<file path="config.mk">
export PLATFORM = sky130hd
export DESIGN_NAME = avmm_bp_gen
export DESIGN_NICKNAME = d
export VERILOG_FILES = /design/src/rtl/avmm_lvds_bridge_pkg.sv /design/src/rtl/avmm_bp_gen.sv
export SDC_FILE = /design/constraint.sdc
export NUM_CORES = 1
export LEC_CHECK = 0
export CORE_ASPECT_RATIO = 0.7
export CORE_MARGIN = 10
export CORE_UTILIZATION = 45
export DETAILED_ROUTE_END_ITERATION = 8
export SLEW_MARGIN = 20
export SYNTH_ARGS = -nofsm -noshare
export SYNTH_HDL_FRONTEND = slang
export SYNTH_SLANG_ARGS = --single-unit
</file>
<file path="constraint.sdc">
create_clock -name clk -period 69.6 [get_ports clk]
set_input_delay 20.88 -clock clk [delete_from_list [all_inputs] [get_ports clk]]
set_output_delay 20.88 -clock clk [all_outputs]
set_load 0.005 [all_outputs]
</file>
<file path="src/rtl/avmm_lvds_bridge_pkg.sv">
// Shared constants and FSM encoding for the Avalon-MM burst slave model.
package avmm_lvds_bridge_pkg;

    localparam int unsigned ADDR_W     = 32;
    localparam int unsigned BURSTCNT_W = 8;
    localparam int unsigned MAX_BURST  = 2 ** (BURSTCNT_W - 1);

    // Non-zero seed so the LFSR never locks up in the all-zero state.
    localparam logic [15:0] LFSR_SEED = 16'hACE1;

    typedef logic [2:0] state_t;

    localparam state_t ST_IDLE     = 3'd0;
    localparam state_t ST_STALL    = 3'd1;
    localparam state_t ST_WR_BURST = 3'd2;
    localparam state_t ST_RD_WAIT  = 3'd3;
    localparam state_t ST_RD_DATA  = 3'd4;

endpackage

</file>
<file path="src/rtl/avmm_bp_gen.sv">
// Backpressure generator: picks a stall count N per transfer (constant or
// LFSR-random in [min,max]), stalls for N cycles, then pulses accept once.
module avmm_bp_gen
    import avmm_lvds_bridge_pkg::*;
#(
    parameter int unsigned BP_W = 4
) (
    input  logic            clk,
    input  logic            reset,
    input  logic            req,
    input  logic [BP_W-1:0] bp_min_i,
    input  logic [BP_W-1:0] bp_max_i,
    input  logic            bp_rand_i,
    output logic            accept
);

    logic [15:0]   lfsr_q;
    logic          lfsr_fb;
    logic [BP_W:0] span;
    logic [15:0]   divisor;
    logic [15:0]   mod_w;
    logic [BP_W-1:0] n;
    logic [BP_W-1:0] cnt_q;
    logic          active_q;

    // x^16 + x^14 + x^13 + x^11 + 1, Fibonacci form.
    assign lfsr_fb = lfsr_q[15] ^ lfsr_q[13] ^ lfsr_q[12] ^ lfsr_q[10];

    // Stall count for a transfer that has not started stalling yet.
    always_comb begin
        span = {1'b0, bp_max_i} - {1'b0, bp_min_i} + (BP_W + 1)'(1);
        // Divisor forced to 1 when min>max so the unused modulo never divides by zero.
        divisor = (bp_min_i > bp_max_i) ? 16'd1 : 16'(span);
        mod_w   = lfsr_q % divisor;
        if (!bp_rand_i) begin
            n = bp_max_i;
        end else if (bp_min_i > bp_max_i) begin
            n = bp_min_i;
        end else begin
            n = bp_min_i + mod_w[BP_W-1:0];
        end
    end

    assign accept = !reset && req && (active_q ? (cnt_q == '0) : (n == '0));

    // LFSR free-runs; stall counter runs only while a transfer is requested.
    always_ff @(posedge clk) begin
        if (reset) begin
            lfsr_q   <= LFSR_SEED;
            cnt_q    <= '0;
            active_q <= 1'b0;
        end else begin
            lfsr_q <= {lfsr_q[14:0], lfsr_fb};
            if (req) begin
                if (!active_q) begin
                    if (n != '0) begin
                        active_q <= 1'b1;
                        cnt_q    <= n - BP_W'(1);
                    end
                end else if (cnt_q == '0) begin
                    active_q <= 1'b0;
                end else begin
                    cnt_q <= cnt_q - BP_W'(1);
                end
            end
        end
    end

endmodule

</file>
* Word level (Yosys, flattened, before mapping)
Cells that the tools add are included.
** Cells by class
- $add $sub $neg :: 5
- Divide/modulo/power cells :: 1
- Magnitude comparators :: 1
- Equal/unequal tests :: 1
- Muxes and demuxes :: 10
- Bitwise gates (word level) :: 3
- Reduce and logical (&&, ||, !) cells :: 8
** Operators by type and width (count)
- 4-bit two-way mux :: 5
- 16-bit by 16-bit modulo with 16-bit output :: 1
- 4-bit logical NOT :: 2
- 4-bit by 1-bit subtractor with 4-bit output (second input constant) :: 2
- 5-bit by 1-bit adder with 5-bit output (second input constant) :: 1
- 5-bit two-way mux :: 1
- 4-bit by 4-bit subtractor with 5-bit output :: 1
- 4-bit adder :: 1
- 4-bit greater-than comparator :: 1
- 1-bit two-way mux :: 4
- 4-bit nonzero test :: 1
- 3-bit AND reduction :: 1
- 1-bit XOR :: 3
- 1-bit logical AND :: 2
- 2-bit != test (second input constant) :: 1
- 2-bit nonzero test :: 1
- 1-bit logical NOT :: 1
** Storage, ports and cells
- Flip-flop bits (word level) :: 21
- Input bits :: 12
- Output and inout bits :: 1
- Logic and storage cells :: 32

* Logic depth before layout (Yosys ltp)
- Word-level depth :: 10
- Gate-level depth with buffers :: 167
- Gate-level depth less buffers :: 163

* Worst setup path before layout
No wires, ideal clock.
- Path type :: input-to-output
- Start point :: in bp_min_i[2]
- End point :: out accept
- Arrival :: 51.345 ns
- Required time :: 48.720 ns
- Path slack :: -2.625 ns
- Stages :: 153
- Buffers on the path :: 4
- Path through :: inv_1 -> ha_1 -> and2b_1 -> or3_1 -> nand2_1 -> clkbuf_1 -> nand2b_1 -> ha_1 -> or4b_1 -> nand2_1 -> o2bb2ai_1 -> o311a_1 -> ha_1 -> o21a_1 -> a21oi_1 -> a211oi_1 -> xnor2_1 -> inv_1 -> (+117 left out) -> nand2_1 -> a21boi_0 -> o21ai_0 -> nand2b_1 -> a21oi_1 -> o2111ai_1 -> a311oi_1 -> o211ai_4 -> mux2i_1 -> ha_1 -> a21o_1 -> a21oi_1 -> nor2_1 -> o211a_2 -> o21ba_2 -> o211ai_2 -> nand3_1 -> nor3_1
** Between the ends
- Word-level cells in the longest chain between the ends :: 10
- Elaborated cells between the ends (all ways) :: 11
** Ends and longest elaborated chain
- from (decl) :: line avmm_bp_gen.sv:11 : input logic [BP_W-1:0] bp_min_i,
- 4-bit by 4-bit subtractor with 5-bit output :: line avmm_bp_gen.sv:31 : span = {1'b0, bp_max_i} - {1'b0, bp_min_i} + (BP_W + 1)'(1);
- 5-bit by 1-bit adder with 5-bit output :: line avmm_bp_gen.sv:31
- 5-bit two-way mux :: line avmm_bp_gen.sv:33 : divisor = (bp_min_i > bp_max_i) ? 16'd1 : 16'(span);
- 16-bit by 16-bit modulo with 16-bit output :: line avmm_bp_gen.sv:34 : mod_w = lfsr_q % divisor;
- 4-bit adder :: line avmm_bp_gen.sv:40 : n = bp_min_i + mod_w[BP_W-1:0];
- 4-bit two-way mux (*) :: line avmm_bp_gen.sv:37 : end else if (bp_min_i > bp_max_i) begin
- 4-bit two-way mux (*) :: line avmm_bp_gen.sv:35 : if (!bp_rand_i) begin
- 4-bit logical NOT (*) :: line avmm_bp_gen.sv:44 : assign accept = !reset && req && (active_q ? (cnt_q == '0) : (n == '0));
- 1-bit two-way mux (*) :: line avmm_bp_gen.sv:44
- 1-bit logical AND (*) :: line avmm_bp_gen.sv:44
- to (decl) :: line avmm_bp_gen.sv:14 : output logic accept
Every way passes the cells marked *; elsewhere a longest branch is shown, timed or not.

* Final worst setup path
- Start point :: in bp_max_i[1]
- End point :: out accept
** Between the ends
- Word-level cells in the longest chain between the ends :: 10
- Elaborated cells between the ends (all ways) :: 11
** Ends and longest elaborated chain
- from (decl) :: line avmm_bp_gen.sv:12 : input logic [BP_W-1:0] bp_max_i,
- 4-bit by 4-bit subtractor with 5-bit output :: line avmm_bp_gen.sv:31
- 5-bit by 1-bit adder with 5-bit output :: line avmm_bp_gen.sv:31
- 5-bit two-way mux :: line avmm_bp_gen.sv:33
- 16-bit by 16-bit modulo with 16-bit output :: line avmm_bp_gen.sv:34
- 4-bit adder :: line avmm_bp_gen.sv:40
- 4-bit two-way mux :: line avmm_bp_gen.sv:37
- 4-bit two-way mux (*) :: line avmm_bp_gen.sv:35
- 4-bit logical NOT (*) :: line avmm_bp_gen.sv:44
- 1-bit two-way mux (*) :: line avmm_bp_gen.sv:44
- 1-bit logical AND (*) :: line avmm_bp_gen.sv:44
Marked as above.

==> flow_metrics.tcl <==
set metrics [dict create \
    status "complete, but fails checks" \
    violations "setup timing" \
    die_h_um 120 \
    ios 13 \
    placed_cells 1275 \
    synthCells 855 \
    seq_area_frac_synth_pct 6.50 \
    relSlewSlack_pct 37.6 \
    dieArea_sq_mm 0.0196 \
    met2_length_um 12300 \
    placed_cell_area_sq_mm 0.00877 \
    synthFlopType "dfxtp_1" \
    numCtsBuffers 3 \
    path_class "in -> out" \
    cp-start-kind "input port" \
    synthMuxAreaShare_pct 6.44 \
    cts.sinks 21 \
    fin_ws_ps -990 \
    grt_usage_pct 25.3 \
    crit_arrival_ps 49710 \
    synth_compound_area_share_pct 32.1 \
    fmax_ghz 0.0142 \
    end_kind "primary output" \
    crit_top_cell "buf_4" \
    cts_buffer_depth 2 \
    synth_edf_count 0 \
    grt_pass1_wl_um 42000 \
    syn_area_per_cell_sq_um 7.57 \
    port_buffers 12 \
    finalSetupViolCount 1 \
    place_congestion 0.963 \
    clock-root-buffer "clkbuf_16" \
    cts_tree "yes" \
    yosysTopAreaCellShare_pct 14.5 \
    syn_area_sq_mm 0.00647 \
    n_antenna_cell 0 \
    dpl.hpwl_um 18100 \
    postCtsHoldBufs 0 \
    met1_length_um 12200 \
    maxCapViolations 0 \
    drtPass1Iterations 5 \
    required_ps 48720 \
    wl_per_cell_um 19.0 \
    grt_start_max_net_pins 27 \
    coreArea_sq_mm 0.0140 \
    synth_top_area_cell "ha_1" \
    synth_area_leaders "ha_1, dfxtp_1, nor2_1" \
    max_stage_delay_ps 510 \
    synth_simple_gate_area_share_pct 29.3 \
    fin_area_sq_mm 0.0107 \
    drive_gt1_share_pct 50.6 \
    skew_ps 6.18 \
    drv_slew 0 \
    drc 0 \
    start_util_pct 46.2 \
    min_period_ps 70590 \
    synth_cell_type_count 115 \
    post-route-period-util_pct 101 \
    path_clk_slew_ps 60 \
    hold_viol_final 0 \
    tightestPinTransition_ps 924 \
    synth.most_common_cell "nor2_1" \
    crit_fanout 5 \
    wl_met3_um 1600 \
    fill_cells 974 \
    antenna_found_initial 0 \
    min_path_type "reg -> reg" \
    h-tree-depth 1 \
    yosys-top-cells-count "nor2_1, ha_1, nand2_1" \
    nNetsFinal 1333 \
    rsz0062_at_grt "yes" \
    synth_nets 945 \
    synth-xor-area-share_pct 6.50 \
    slowest_stage "nor4_1" \
    drt_first_iter_violations 811 \
    ys_ff_latch 21 \
    dr_total_vias 8490 \
    synth_top_family_by_area "compound AO/OA/AOI/OAI gates" \
    grt_overflow 0 \
    fp-row-count 36 \
    insertion_delay_ps 260 \
    async_reset_ff_share_pct 0 \
    synth_fa_ha_area_share_pct 15.8 \
    grt_pass1_vias 8413 \
    fin_cells 1432 \
    die_w_um 163 \
    wl_um 27200 \
    yosys_warnings 0 \
    via_per_inst 5.93 \
    top_layer "met4" \
    ant_nets 0 \
    syn_to_final_growth_pct 65.6 \
]
## flip-flops by register name, indices dropped and copies added (netlist names)
name and count:
lfsr_q 16, cnt_q 4, active_q 1
## logic make-up after synthesis
group / count (synthesis)
and+or+nand+nor: 350
AOI/OAI and AO/OA: 263
adders and majority gates: 80
buffers and inverters: 56
xor gates and xnor gates: 48
muxes: 37
DFF: 21
## layout by cell type (no fill, tap or decap), types with 6 or more instances in the layout
cell type / count
nand2b_1: 16
and2_1: 10
o21ai_1: 7
or3_1: 6
nor3_1: 32
nand4_1: 12
a21oi_1: 30
o21ai_0: 12
nor2_1: 78
a31oi_1: 12
dfxtp_1: 21
and3_1: 6
a21o_1: 20
inv_2: 9
nor2b_1: 13
mux2i_1: 11
o21a_1: 26
mux2_4: 8
mux2_2: 11
nand3_1: 22
ha_1: 52
or2_2: 8
a211oi_2: 9
ha_4: 19
xor2_1: 21
nand2_2: 14
nor2_2: 8
o21ai_2: 14
nor2_4: 7
buf_4: 389
a21oi_2: 12
inv_1: 24
a21oi_4: 7
xnor2_1: 23
nand2_1: 51
## critical path, delay by kind of cell
family                   cells  cell delay [ps]
AO/OA/AOI/OAI               48             7770
AND/OR/NAND/NOR             38             6140
multiplexers                 6             1480
XOR/XNOR                     3              470
adder cells (fa/ha/maj)     15             4300
buffers and inverters       68             8570
## metrics by stage
stage               utilization, %  hold slack [ps]  worst slack, ps  TNS, ps
floorplan                        -              459             -321     -321
global placement              62.6              477             -576     -576
detailed placement            62.6              487            -1590    -1590
CTS                           72.7              496             22.4        0
global route                  76.5              522            -2200    -2200
finish                        76.5              502             -990     -990
## routing by layer
layer  vias up  track usage, %
met2       314            41.4
met3        97            2.75
li1       4027               -
met1      4052            33.7
met4         0            8.71
met5         -               0
## area by class of cell
class                   instances  area [sq um]  area share, %
clock inverters                 1          5.00         0.0467
clock buffers                   3          75.1          0.701
well taps                     190           238           2.22
repair buffers                406          3090           28.8
inverters                      33           124           1.16
flip-flops and latches         21           420           3.92
multi-input cells             778          6760           63.1
## final timing paths
kind / slack [ps] / endpoint / startpoint / cells after the start
setup / recovery: -990 / accept / bp_max_i[1] / 178
hold / removal: 500 / cnt_q[3] / cnt_q[3] / 2
setup reg to reg: 41380 / cnt_q[2] / lfsr_q[15] / 174
hold reg to reg: 500 / cnt_q[3] / cnt_q[3] / 2
## timing repair
item,CTS,global route
endpoints found under the setup margin,1,1
pin swaps,108,92
gates resized for setup,105,53
buffers inserted,122,32
Power is not shown: default switching activity piles up to over one toggle a cycle in this logic, so the estimate is an artifact.
